**config.mk**
```make
export PLATFORM = sky130hd
export DESIGN_NAME = rv32i_insn_encoder
export DESIGN_NICKNAME = d
export VERILOG_FILES = /design/src/rtl/rv32i_insn_encoder.sv
export SDC_FILE = /design/constraint.sdc
export NUM_CORES = 1
export LEC_CHECK = 0
export CAP_MARGIN = 20
export CORE_MARGIN = 3
export CORE_UTILIZATION = 45
export CTS_CLUSTER_DIAMETER = 100
export DETAILED_ROUTE_END_ITERATION = 10
export PLACE_DENSITY = 0.76
export SLEW_MARGIN = 40
export SYNTH_ARGS = -nofsm -noshare
export SYNTH_HDL_FRONTEND = slang
export SYNTH_SLANG_ARGS = --single-unit
```
**constraint.sdc**
```tcl
create_clock -name clk -period 3.3 [get_ports clk]
set_input_delay 0.66 -clock clk [delete_from_list [all_inputs] [get_ports clk]]
set_output_delay 0.66 -clock clk [all_outputs]
set_load 0.03 [all_outputs]
```
**src/rtl/rv32i_insn_encoder.sv**
```systemverilog
// RV32I instruction encoder: field-level requests in, encoded 32-bit words out through a FIFO.
// LI is split into LUI (+ ADDI when the low part is non-zero) by a two-state FSM.
module rv32i_insn_encoder #(
   parameter int DEPTH = 4
) (
   input  logic        clk,
   input  logic        rst_n,
   input  logic        req_valid,
   output logic        req_ready,
   input  logic [3:0]  req_kind,
   input  logic [2:0]  req_funct3,
   input  logic        req_alt,
   input  logic [4:0]  req_rd,
   input  logic [4:0]  req_rs1,
   input  logic [4:0]  req_rs2,
   input  logic [31:0] req_imm,
   output logic        insn_valid,
   input  logic        insn_ready,
   output logic [31:0] insn_data,
   output logic        insn_illegal
);
   localparam int AW = $clog2(DEPTH);
   localparam logic [AW:0] FULL_CNT = (AW+1)'(DEPTH);

   localparam logic [6:0] OP_LUI   = 7'b0110111;
   localparam logic [6:0] OP_AUIPC = 7'b0010111;
   localparam logic [6:0] OP_JAL   = 7'b1101111;
   localparam logic [6:0] OP_JALR  = 7'b1100111;
   localparam logic [6:0] OP_BR    = 7'b1100011;
   localparam logic [6:0] OP_LOAD  = 7'b0000011;
   localparam logic [6:0] OP_STORE = 7'b0100011;
   localparam logic [6:0] OP_IMM   = 7'b0010011;
   localparam logic [6:0] OP_REG   = 7'b0110011;

   // Sign-extension range masks: the masked bits must be all zeros or all ones.
   localparam logic [31:0] M_I = 32'hFFFF_F800;
   localparam logic [31:0] M_B = 32'hFFFF_F000;
   localparam logic [31:0] M_J = 32'hFFF0_0000;

   typedef enum logic [0:0] {IDLE = 1'b0, LI2 = 1'b1} state_e;

   function automatic logic all_same(input logic [31:0] v, input logic [31:0] m);
      return ((v & m) == 32'h0) || ((v & m) == m);
   endfunction

   // Returns {illegal, word}; for LI the word is the first instruction of the expansion.
   function automatic logic [32:0] encode(input logic [3:0] kind, input logic [2:0] f3,
                                          input logic alt, input logic [4:0] rd,
                                          input logic [4:0] rs1, input logic [4:0] rs2,
                                          input logic [31:0] imm);
      logic        bad;
      logic        alt_ok;
      logic [31:0] w;
      logic [31:0] sum;
      bad    = 1'b0;
      w      = 32'h0;
      sum    = imm + 32'h0000_0800;
      alt_ok = ((kind == 4'd8) && ((f3 == 3'd0) || (f3 == 3'd5))) ||
               ((kind == 4'd7) && (f3 == 3'd5));
      case (kind)
         4'd0: begin bad = (imm[11:0] != 12'h000); w = {imm[31:12], rd, OP_LUI}; end
         4'd1: begin bad = (imm[11:0] != 12'h000); w = {imm[31:12], rd, OP_AUIPC}; end
         4'd2: begin
            bad = imm[0] || !all_same(imm, M_J);
            w   = {imm[20], imm[10:1], imm[11], imm[19:12], rd, OP_JAL};
         end
         4'd3: begin
            bad = (f3 != 3'd0) || !all_same(imm, M_I);
            w   = {imm[11:0], rs1, 3'd0, rd, OP_JALR};
         end
         4'd4: begin
            bad = (f3 == 3'd2) || (f3 == 3'd3) || imm[0] || !all_same(imm, M_B);
            w   = {imm[12], imm[10:5], rs2, rs1, f3, imm[4:1], imm[11], OP_BR};
         end
         4'd5: begin
            bad = (f3 == 3'd3) || (f3 == 3'd6) || (f3 == 3'd7) || !all_same(imm, M_I);
            w   = {imm[11:0], rs1, f3, rd, OP_LOAD};
         end
         4'd6: begin
            bad = (f3 > 3'd2) || !all_same(imm, M_I);
            w   = {imm[11:5], rs2, rs1, f3, imm[4:0], OP_STORE};
         end
         4'd7: begin
            if ((f3 == 3'd1) || (f3 == 3'd5)) begin
               bad = (imm[31:5] != 27'd0);
               w   = {1'b0, alt, 5'd0, imm[4:0], rs1, f3, rd, OP_IMM};
            end else begin
               bad = !all_same(imm, M_I);
               w   = {imm[11:0], rs1, f3, rd, OP_IMM};
            end
         end
         4'd8: w = {1'b0, alt, 5'd0, rs2, rs1, f3, rd, OP_REG};
         4'd9: begin
            if (all_same(imm, M_I)) begin
               w = {imm[11:0], 5'd0, 3'd0, rd, OP_IMM};
            end else begin
               w = {sum[31:12], rd, OP_LUI};
            end
         end
         default: bad = 1'b1;
      endcase
      if (alt && !alt_ok) begin
         bad = 1'b1;
      end else begin
         bad = bad;
      end
      return bad ? {1'b1, 32'h0} : {1'b0, w};
   endfunction

   state_e            state_q, state_d;
   logic [31:0]       held_q, held_d;
   logic [32:0]       mem_q [DEPTH];
   logic [AW-1:0]     wr_q, rd_q;
   logic [AW:0]       cnt_q, cnt_d;
   logic [32:0]       enc_s, push_word_s, head_s;
   logic              full_s, accept_s, push_s, pop_s, li_split_s;

   assign enc_s       = encode(req_kind, req_funct3, req_alt, req_rd, req_rs1, req_rs2, req_imm);
   assign full_s      = (cnt_q == FULL_CNT);
   assign req_ready   = rst_n && (state_q == IDLE) && !full_s;
   assign accept_s    = req_valid && req_ready;
   assign li_split_s  = (req_kind == 4'd9) && !enc_s[32] && !all_same(req_imm, M_I) &&
                        (req_imm[11:0] != 12'h000);
   assign push_s      = accept_s || ((state_q == LI2) && !full_s);
   assign push_word_s = (state_q == LI2) ? {1'b0, held_q} : enc_s;
   assign insn_valid  = (cnt_q != {(AW+1){1'b0}});
   assign pop_s       = insn_valid && insn_ready;
   assign head_s      = mem_q[rd_q];
   assign insn_data   = insn_valid ? head_s[31:0] : 32'h0;
   assign insn_illegal = insn_valid && head_s[32];

   // Next-state logic: a split LI parks its ADDI in LI2 until the FIFO has room.
   always_comb begin
      state_d = state_q;
      held_d  = held_q;
      case (state_q)
         IDLE: begin
            if (accept_s && li_split_s) begin
               state_d = LI2;
               held_d  = {req_imm[11:0], req_rd, 3'd0, req_rd, OP_IMM};
            end else begin
               state_d = IDLE;
            end
         end
         LI2: begin
            if (!full_s) begin
               state_d = IDLE;
            end else begin
               state_d = LI2;
            end
         end
         default: state_d = IDLE;
      endcase
   end

   // FIFO occupancy update
   always_comb begin
      cnt_d = cnt_q;
      if (push_s && !pop_s) begin
         cnt_d = cnt_q + (AW+1)'(1);
      end else if (pop_s && !push_s) begin
         cnt_d = cnt_q - (AW+1)'(1);
      end else begin
         cnt_d = cnt_q;
      end
   end

   // FSM state and held ADDI word
   always_ff @(posedge clk or negedge rst_n) begin
      if (!rst_n) begin
         state_q <= IDLE;
         held_q  <= 32'h0;
      end else begin
         state_q <= state_d;
         held_q  <= held_d;
      end
   end

   // FIFO storage and pointers
   always_ff @(posedge clk or negedge rst_n) begin
      if (!rst_n) begin
         for (int i = 0; i < DEPTH; i++) begin
            mem_q[i] <= 33'h0;
         end
         wr_q  <= {AW{1'b0}};
         rd_q  <= {AW{1'b0}};
         cnt_q <= {(AW+1){1'b0}};
      end else begin
         if (push_s) begin
            mem_q[wr_q] <= push_word_s;
            wr_q        <= wr_q + AW'(1);
         end
         if (pop_s) begin
            rd_q <= rd_q + AW'(1);
         end
         cnt_q <= cnt_d;
      end
   end
endmodule

```
======== Word level (Yosys, flattened, before mapping) ========
Index checks and enable logic that the tools add are counted.
cells by class
  order comparisons ....................... 4
  $add $sub $neg .......................... 5
  multiplexer cells ....................... 20
  equal/unequal tests ..................... 19
  bitwise operators ....................... 3
  reduce and logical (&&, ||, !) cells .... 53
operators with widths
  kind                      count
  $pmux W32 S10             1
  $mux W33                  5
  $bwmux W132               1
  $logic_not A32 Y1         3
  $mux W32                  3
  $bmux W33 S2              1
  $demux W33 S2             1
  $add A32 B12 Y32 const B  1
  $reduce_bool A27 Y1       1
  $eq A21 B21 Y1 const B    1
  $eq A20 B20 Y1 const B    1
  $eq A4 B3 Y1 const B      4
  $logic_and A1 B1 Y1       16
  $logic_or A1 B1 Y1        16
  $eq A12 B12 Y1 const B    1
  $eq A3 B3 Y1 const B      4
  $reduce_bool A12 Y1       1
  $eq A4 B2 Y1 const B      2
  $eq A4 B4 Y1 const B      2
  $logic_not A1 Y1          8
  $pmux W1 S8               1
  $eq A3 B2 Y1 const B      2
  $ge A3 B3 Y1 const B      2
  $mux W3                   2
  17 further kinds          24
storage, ports and cells
  register bits ........................... 165

======== Depth between registers and ports, before layout ========
Gate-level depths: netlist (run 1).
  word-level depth ........................ 15
  depth in mapped cells ................... 10
  gate-level depth less buffers ........... 8

======== Worst setup path before layout (run 1) ========
No wires, ideal clock.
  path kind ............................... input port to flip-flop
  start point ............................. input port req_imm[13]
  end point ............................... register held_q[15]
  stages .................................. 9
  data required time ...................... 3.175 ns
  arrival ................................. 2.819 ns
  slack ................................... 0.356 ns
  setup time .............................. 0.125 ns
  buffers on the path ..................... 3
  path through ............................ buf_6 > or4_4 > or4_4 > o21ai_4 > nor3_1 > and4_1 > buf_6 > buf_6 > mux2_4
on the way
  word-level cells in the longest chain between the ends .. 13
ends and longest elaborated chain
  what                                        line  source
  start: declaration                          16    input logic [31:0] req_imm,
  $eq A21 B21 Y1 (tied with other cells)      43    return ((v & m) == 32'h0) || ((v & m) == m);
  $logic_or A1 B1 Y1                          43
  $logic_not A1 Y1, on equally long branches  n/a
  $mux W1 (tied with other cells)             84    if ((f3 == 3'd1) || (f3 == 3'd5)) begin
  $pmux W1 S8                                 60    case (kind)
  $mux W1                                     102   if (alt && !alt_ok) begin
  $mux W33                                    107   return bad ? {1'b1, 32'h0} : {1'b0, w};
  $logic_not A1 Y1                            122   assign li_split_s = (req_kind == 4'd9) && !enc_s[32] && !all_same(req_imm, M_I) &&
  $logic_and A1 B1 Y1                         122
  $logic_and A1 B1 Y1 (*) (2 in series)       122
  $logic_and A1 B1 Y1 (*)                     138   if (accept_s && li_split_s) begin
  $reduce_and A2 Y1 (no source line) (*)      n/a
  end signal: assignment                      175   held_q <= held_d;
  end: declaration                            111   logic [31:0] held_q, held_d;
Mark *: on every way between the ends. The rest lies on a longest branch, timed or not.
A chain may end at the register's enable or synchronous reset.

======== Worst setup path after layout (run 1) ========
  start point ............................. register cnt_q[0]
  end point ............................... output port insn_data[13]
on the way
  word-level cells in the longest chain between the ends .. 2
ends and longest elaborated chain
  what                      line  source
  start: declaration        114   logic [AW:0] cnt_q, cnt_d;
  start signal: assignment  187   cnt_q <= {(AW+1){1'b0}};
  start signal: assignment  196   cnt_q <= cnt_d;
  $reduce_bool A3 Y1        126   assign insn_valid = (cnt_q != {(AW+1){1'b0}});
  $mux W32                  129   assign insn_data = insn_valid ? head_s[31:0] : 32'h0;
  end: declaration          19    output logic [31:0] insn_data,
No other way between the ends.

==> flow_metrics.tcl, run 1 <==
set metrics [dict create \
    post_dp_cell_area_um2 11100 \
    fin_nets 1206 \
    max_stage_delay_ps 600 \
    areaGrowthSynthToFinish_pct 27.7 \
    die_h_um 149 \
    die-width_um 149 \
    vdd_ir_drop_max_mv 0.407 \
    timing.final.crit_share_pct 94.2 \
    placed_cells 1384 \
    cp_top_family "buffers and inverters" \
    antenna_found_initial 0 \
    tightest_slew_ps 829 \
    end_kind "primary output" \
    whs_ps 256 \
    crit_chain "or3_1 > buf_12 > and2_1 > clkdlybuf4s50_1" \
    syn_inst 992 \
    hold_buffers 0 \
    insertion_delay_ps 430 \
    yosys_warnings 0 \
    cp_max_fo 26 \
    path_clk_slew_ps 60 \
    critical_path_cell_count 4 \
    synth_ff_type "dfrtp_1" \
    crit_end "insn_data[13]" \
    synthDistinctLibCells 68 \
    start_util_pct 46.5 \
    post-route-min-period_ps 3110 \
    cts_resized 0 \
    power_density_nw_per_um2 574 \
    layout_common_cells "dfrtp_1, nand2_1, a21oi_1, nor2_1, buf_4" \
    io_pins 94 \
    clock_sinks 154 \
    cts_made_buffers 17 \
    first_iter_violations 797 \
    total_leakage_power_nw 4.80 \
    synth_nets 1059 \
    reg2reg_from "cnt_q[0]" \
    numPortBuffers 93 \
    place_congestion 0.975 \
    r2r_setup_slack_ps 850 \
    drv_slew 0 \
    core_area_um2 19800 \
    grt_max_degree 155 \
    tns_ps 0 \
    cts.path.max_buffers 2 \
    cts_tree "done" \
    yosysSeqAreaShare_pct 41.9 \
    cts_root_buf "clkbuf_16" \
    ff2ff_path_depth 8 \
    final_cells 1417 \
    startpoint "cnt_q[0]" \
    status "completed" \
    synth-edff-count 0 \
    skew_ps 14.4 \
    drt-wirelength-per-cell_um 19.6 \
    async_flop_share_pct 100 \
    place_hpwl_um 19800 \
    holdCritPathClass "input port to async pin" \
    arrival_ps 2450 \
    final-hold-violation-count 0 \
    worstSetupPathType "flip-flop to primary output" \
    diodes 0 \
    start_kind "flip-flop" \
    syn_area_per_cell_um2 9.27 \
    ys_seq_elements 154 \
    required_ps 2640 \
    grt-ovfl-total 0 \
    finalInstanceArea_um2 11700 \
    htree_levels 4 \
    routed_wl_um 27800 \
    grt_pass1_wl_um 45700 \
    netlist_area_um2 9190 \
    drt-pass1-iter-count 5 \
    drive_gt1_share_pct 18.8 \
    core.rowCount 51 \
    grt.total_usage_pct 25.9 \
    worstReg2RegEnd "cnt_q[2]" \
    relSlewSlack_pct 44.1 \
    slowest_stage "clkdlybuf4s50_1" \
    drc_errors 0 \
    crit_buf_inv 2 \
    final-setup-viol-count 0 \
    grt_pass1_vias 8548 \
    postCtsSetupRepairBufs 0 \
    die-area_um2 22200 \
    max_freq_mhz 322 \
    final_common_cell "dfrtp_1" \
    vias 8476 \
    drv_cap 0 \
    rsz0062_at_grt "no" \
    power_mw 6.74 \
    drtAntennaViolNets 0 \
    vias_per_cell 5.98 \
]
-- power breakdown --
part	leakage (nW)	internal (mW)	switching, mW
registers	2.09	2.21	0.192
logic	2.43	1.07	1.30
clock network	0.285	1.16	0.803
total	4.80	4.44	2.30
-- layer usage --
metal	wire length, um	track usage (%)	part of all wire (%)	vias up
met3	2110	4.31	7.6	49
met2	12900	39.9	46	379
met4	596	8.47	2.1	0
met5	0	0	0	-
li1	-	-	-	3923
met1	12200	37.6	44	4125
-- worst min-delay path by stage --
stage                     startpoint    endpoint  slack, ps  depth (start not counted)
after detailed placement   held_q[4]   held_q[4]        450                          1
after floorplan                rst_n    cnt_q[0]        360                          0
after global routing           rst_n  mem_q[102]        280                          2
final                          rst_n  mem_q[102]        260                          2
after CTS                      rst_n   mem_q[67]        470                          2
after global placement     held_q[4]   held_q[4]        450                          1
-- synth_stat cells, types with 5 or more instances --
cell type	instances	area (um^2)
dfrtp_1	154	3850
nand2_1	129	484
a21oi_1	105	526
nor2_1	101	379
o31ai_1	66	495
o21ai_0	65	325
clkbuf_1	53	199
and2_1	41	257
mux4_2	32	721
xnor2_1	15	131
inv_1	14	52.6
mux2_2	14	158
a31oi_1	13	81.3
buf_2	13	65.1
nor4_1	12	75.1
and3_1	10	62.6
nand4_1	10	62.6
nand3_1	9	45.0
a22oi_1	8	60.1
buf_1	8	30.0
mux2_4	8	120
nor3_1	8	40.0
ha_1	7	87.6
mux2i_1	7	70.1
a221oi_1	6	52.6
xor2_1	6	52.6
a22o_1	5	43.8
nor3b_1	5	37.5
-- sequential cells by signal, indices dropped and copies added, names as in the netlist --
signal   flops
rd_q         2
cnt_q        3
state_q      1
wr_q         2
held_q      18
mem_q      128
-- metrics by stage --
step | setup WS [ps] | utilization [%]
final | 190 | 59.3
after global routing | 84.4 | 59.3
after CTS | 176 | 59.2
after global placement | -85.6 | 56.2
after floorplan | 356 | -
after detailed placement | -144 | 56.2
-- cell families after synthesis --
kind of cell | synth area share [%]
AND/OR/NAND/NOR | 18.5
XOR/XNOR | 2.00
AO/OA/AOI/OAI | 20.6
buffers and inverters | 4.22
flip-flops | 41.9
multiplexers | 11.6
adder cells (fa/ha/maj) | 1.17
-- final cells by class --
cell class                      instances  area (um^2)
Clock inverter                         12          139
Inverter                               14         52.6
Clock buffer                           20          457
Tap cell                              265          332
Multi-Input combinational cell        746         4970
Fill cell                            1676         8040
Sequential cell                       154         3850
Timing Repair Buffer                  206         1940
Power figures use the tool's default switching activity.
==> run 2, diff against run 1 <==
Settings changed: SETUP_SLACK_MARGIN set to 0.2.
==> flow_metrics.tcl, run 2 (synthesized netlist as in run 1, its figures left out) <==
set metrics [dict create \
    status "completed" \
    io_pins 94 \
    routed_wl_um 27800 \
    final_util_pct 59.7 \
    grt_max_degree 155 \
    cts_root_buf "clkbuf_16" \
    areaGrowthSynthToFinish_pct 28.4 \
    die-width_um 149 \
    die_h_um 149 \
    start_util_pct 46.5 \
    layout_common_cells "dfrtp_1, nand2_1, a21oi_1, nor2_1, buf_4" \
    cp_common_cell "o21ai_0" \
    insertion_delay_ps 430 \
    drive_gt1_share_pct 19.1 \
    timing.final.crit_share_pct 92.1 \
    drt-wirelength-per-cell_um 19.6 \
    drv_slew 0 \
    path_clk_slew_ps 60 \
    total_leakage_power_nw 5.09 \
    vias_per_cell 5.96 \
    drc_errors 0 \
    grt-ovfl-total 0 \
    regMostFlops "mem_q" \
    fillers 1670 \
    crit_buf_inv 2 \
    final-setup-viol-count 0 \
    first_iter_violations 730 \
    post-route-min-period_ps 3040 \
    grt_pass1_wl_um 45700 \
    power_density_nw_per_um2 570 \
    cts_made_buffers 17 \
    post_dp_cell_area_um2 11100 \
    final-hold-violation-count 0 \
    grt.total_usage_pct 25.9 \
    required_ps 3580 \
    fin_ws_ps 260 \
    cts.path.max_buffers 2 \
    cp_max_fo 120 \
    vias 8444 \
    cts_tree "done" \
    tightest_slew_ps 805 \
    numPortBuffers 93 \
    max_freq_mhz 329 \
    drt-pass1-iter-count 5 \
    post-place-ws_ps -144 \
    grt_pass1_vias 8546 \
    finalInstanceArea_um2 11800 \
    drv_cap 0 \
    arrival_ps 3320 \
    relSlewSlack_pct 45.8 \
    worstSetupPathType "input port to flip-flop" \
    die-area_um2 22200 \
    largest_reg_flops 128 \
    reg.largest.list "mem_q x128, held_q x18, cnt_q x3" \
    rsz0062_at_grt "yes" \
    htree_levels 4 \
    end_kind "flip-flop" \
    max_stage_delay_ps 660 \
    start_kind "input port" \
    antenna_found_initial 0 \
    diodes 0 \
    place_hpwl_um 19800 \
    tns_ps 0 \
    drtAntennaViolNets 0 \
    clock_sinks 154 \
    hold_buffers 0 \
    crit_chain "clkdlybuf4s50_1 > or4b_2 > a41oi_1 > o21ai_0 > a21bo_2 > nand4b_1 > clkbuf_16 > o21ai_0" \
    holdCritPathClass "input port to async pin" \
    final_common_cell "dfrtp_1" \
    core_area_um2 19800 \
    place_congestion 0.975 \
    cp_top_family "buffers and inverters" \
    vdd_ir_drop_max_mv 0.410 \
    slowest_stage "or4b_2" \
    skew_ps 14.5 \
    fin_nets 1206 \
    core.rowCount 51 \
]
-- run 2: cell count changes in the layout (fill, tap and decap cells not counted) --
cell / before / now
a221oi_2: 0 / 1
nor4_2: 0 / 1
nor4_1: 12 / 11
a221oi_1: 6 / 5
or3_4: 0 / 1
clkdlybuf4s50_1: 92 / 76
dlymetal6s2s_1: 0 / 16
or3_1: 1 / 0
buf_12: 11 / 10
clkbuf_16: 17 / 18
-- run 2: power breakdown --
part | internal, mW | total, mW | switching, mW | leakage (nW)
clock | 1.16 | 1.97 | 0.802 | 0.285
combinational | 1.07 | 2.37 | 1.30 | 2.72
sequential | 2.21 | 2.40 | 0.194 | 2.09
total | 4.44 | 6.73 | 2.30 | 5.09
-- run 2: path summary, 6_finish.rpt --
| path | start | endpoint | slack [ps] | cells past startpoint |
|---|---|---|---|---|
| min in group clk | mem_q[104] | mem_q[104] | 480 | 2 |
| worst min register to register | mem_q[104] | mem_q[104] | 480 | 2 |
| max in group asynchronous | rst_n | mem_q[103] | 2310 | 3 |
| worst max register to register | cnt_q[0] | mem_q[44] | 900 | 8 |
| worst min-delay path | rst_n | mem_q[102] | 260 | 2 |
| worst max-delay path | req_kind[1] | mem_q[85] | 260 | 8 |
-- run 2: layer usage --
layer	vias to the layer above	track usage, %	share of wire (%)
met5	-	0	0
met4	0	8.47	2.3
met3	50	4.31	7.6
met2	367	39.9	47
met1	4110	37.6	44
li1	3917	-	-
-- run 2: what timing repair did --
| action | CTS | global route |
|---|---|---|
| resized for setup | 1 | 19 |
| pin swaps | 0 | 0 |
| setup buffers | 0 | 0 |
| setup endpoints to repair | 13 | 125 |
-- run 2: layout make-up --
| cell class | count | area [um^2] | area share (%) |
|---|---|---|---|
| flip-flops and latches | 154 | 3850 | 32.7 |
| multi-input cells | 746 | 4980 | 42.2 |
| inverters | 14 | 52.6 | 0.445 |
| clock inverters | 12 | 139 | 1.18 |
| clock buffers | 20 | 457 | 3.87 |
| repair buffers | 206 | 1980 | 16.8 |
| well taps | 265 | 332 | 2.81 |
-- run 2: stage by stage --
step	power, mW	instances	hold WS [ps]
after floorplan	3.87	992	364
after global placement	4.73	1384	451
after detailed placement	4.79	1384	455
after CTS	6.76	1416	467
after global routing	7.06	1417	275
final	6.73	1417	256
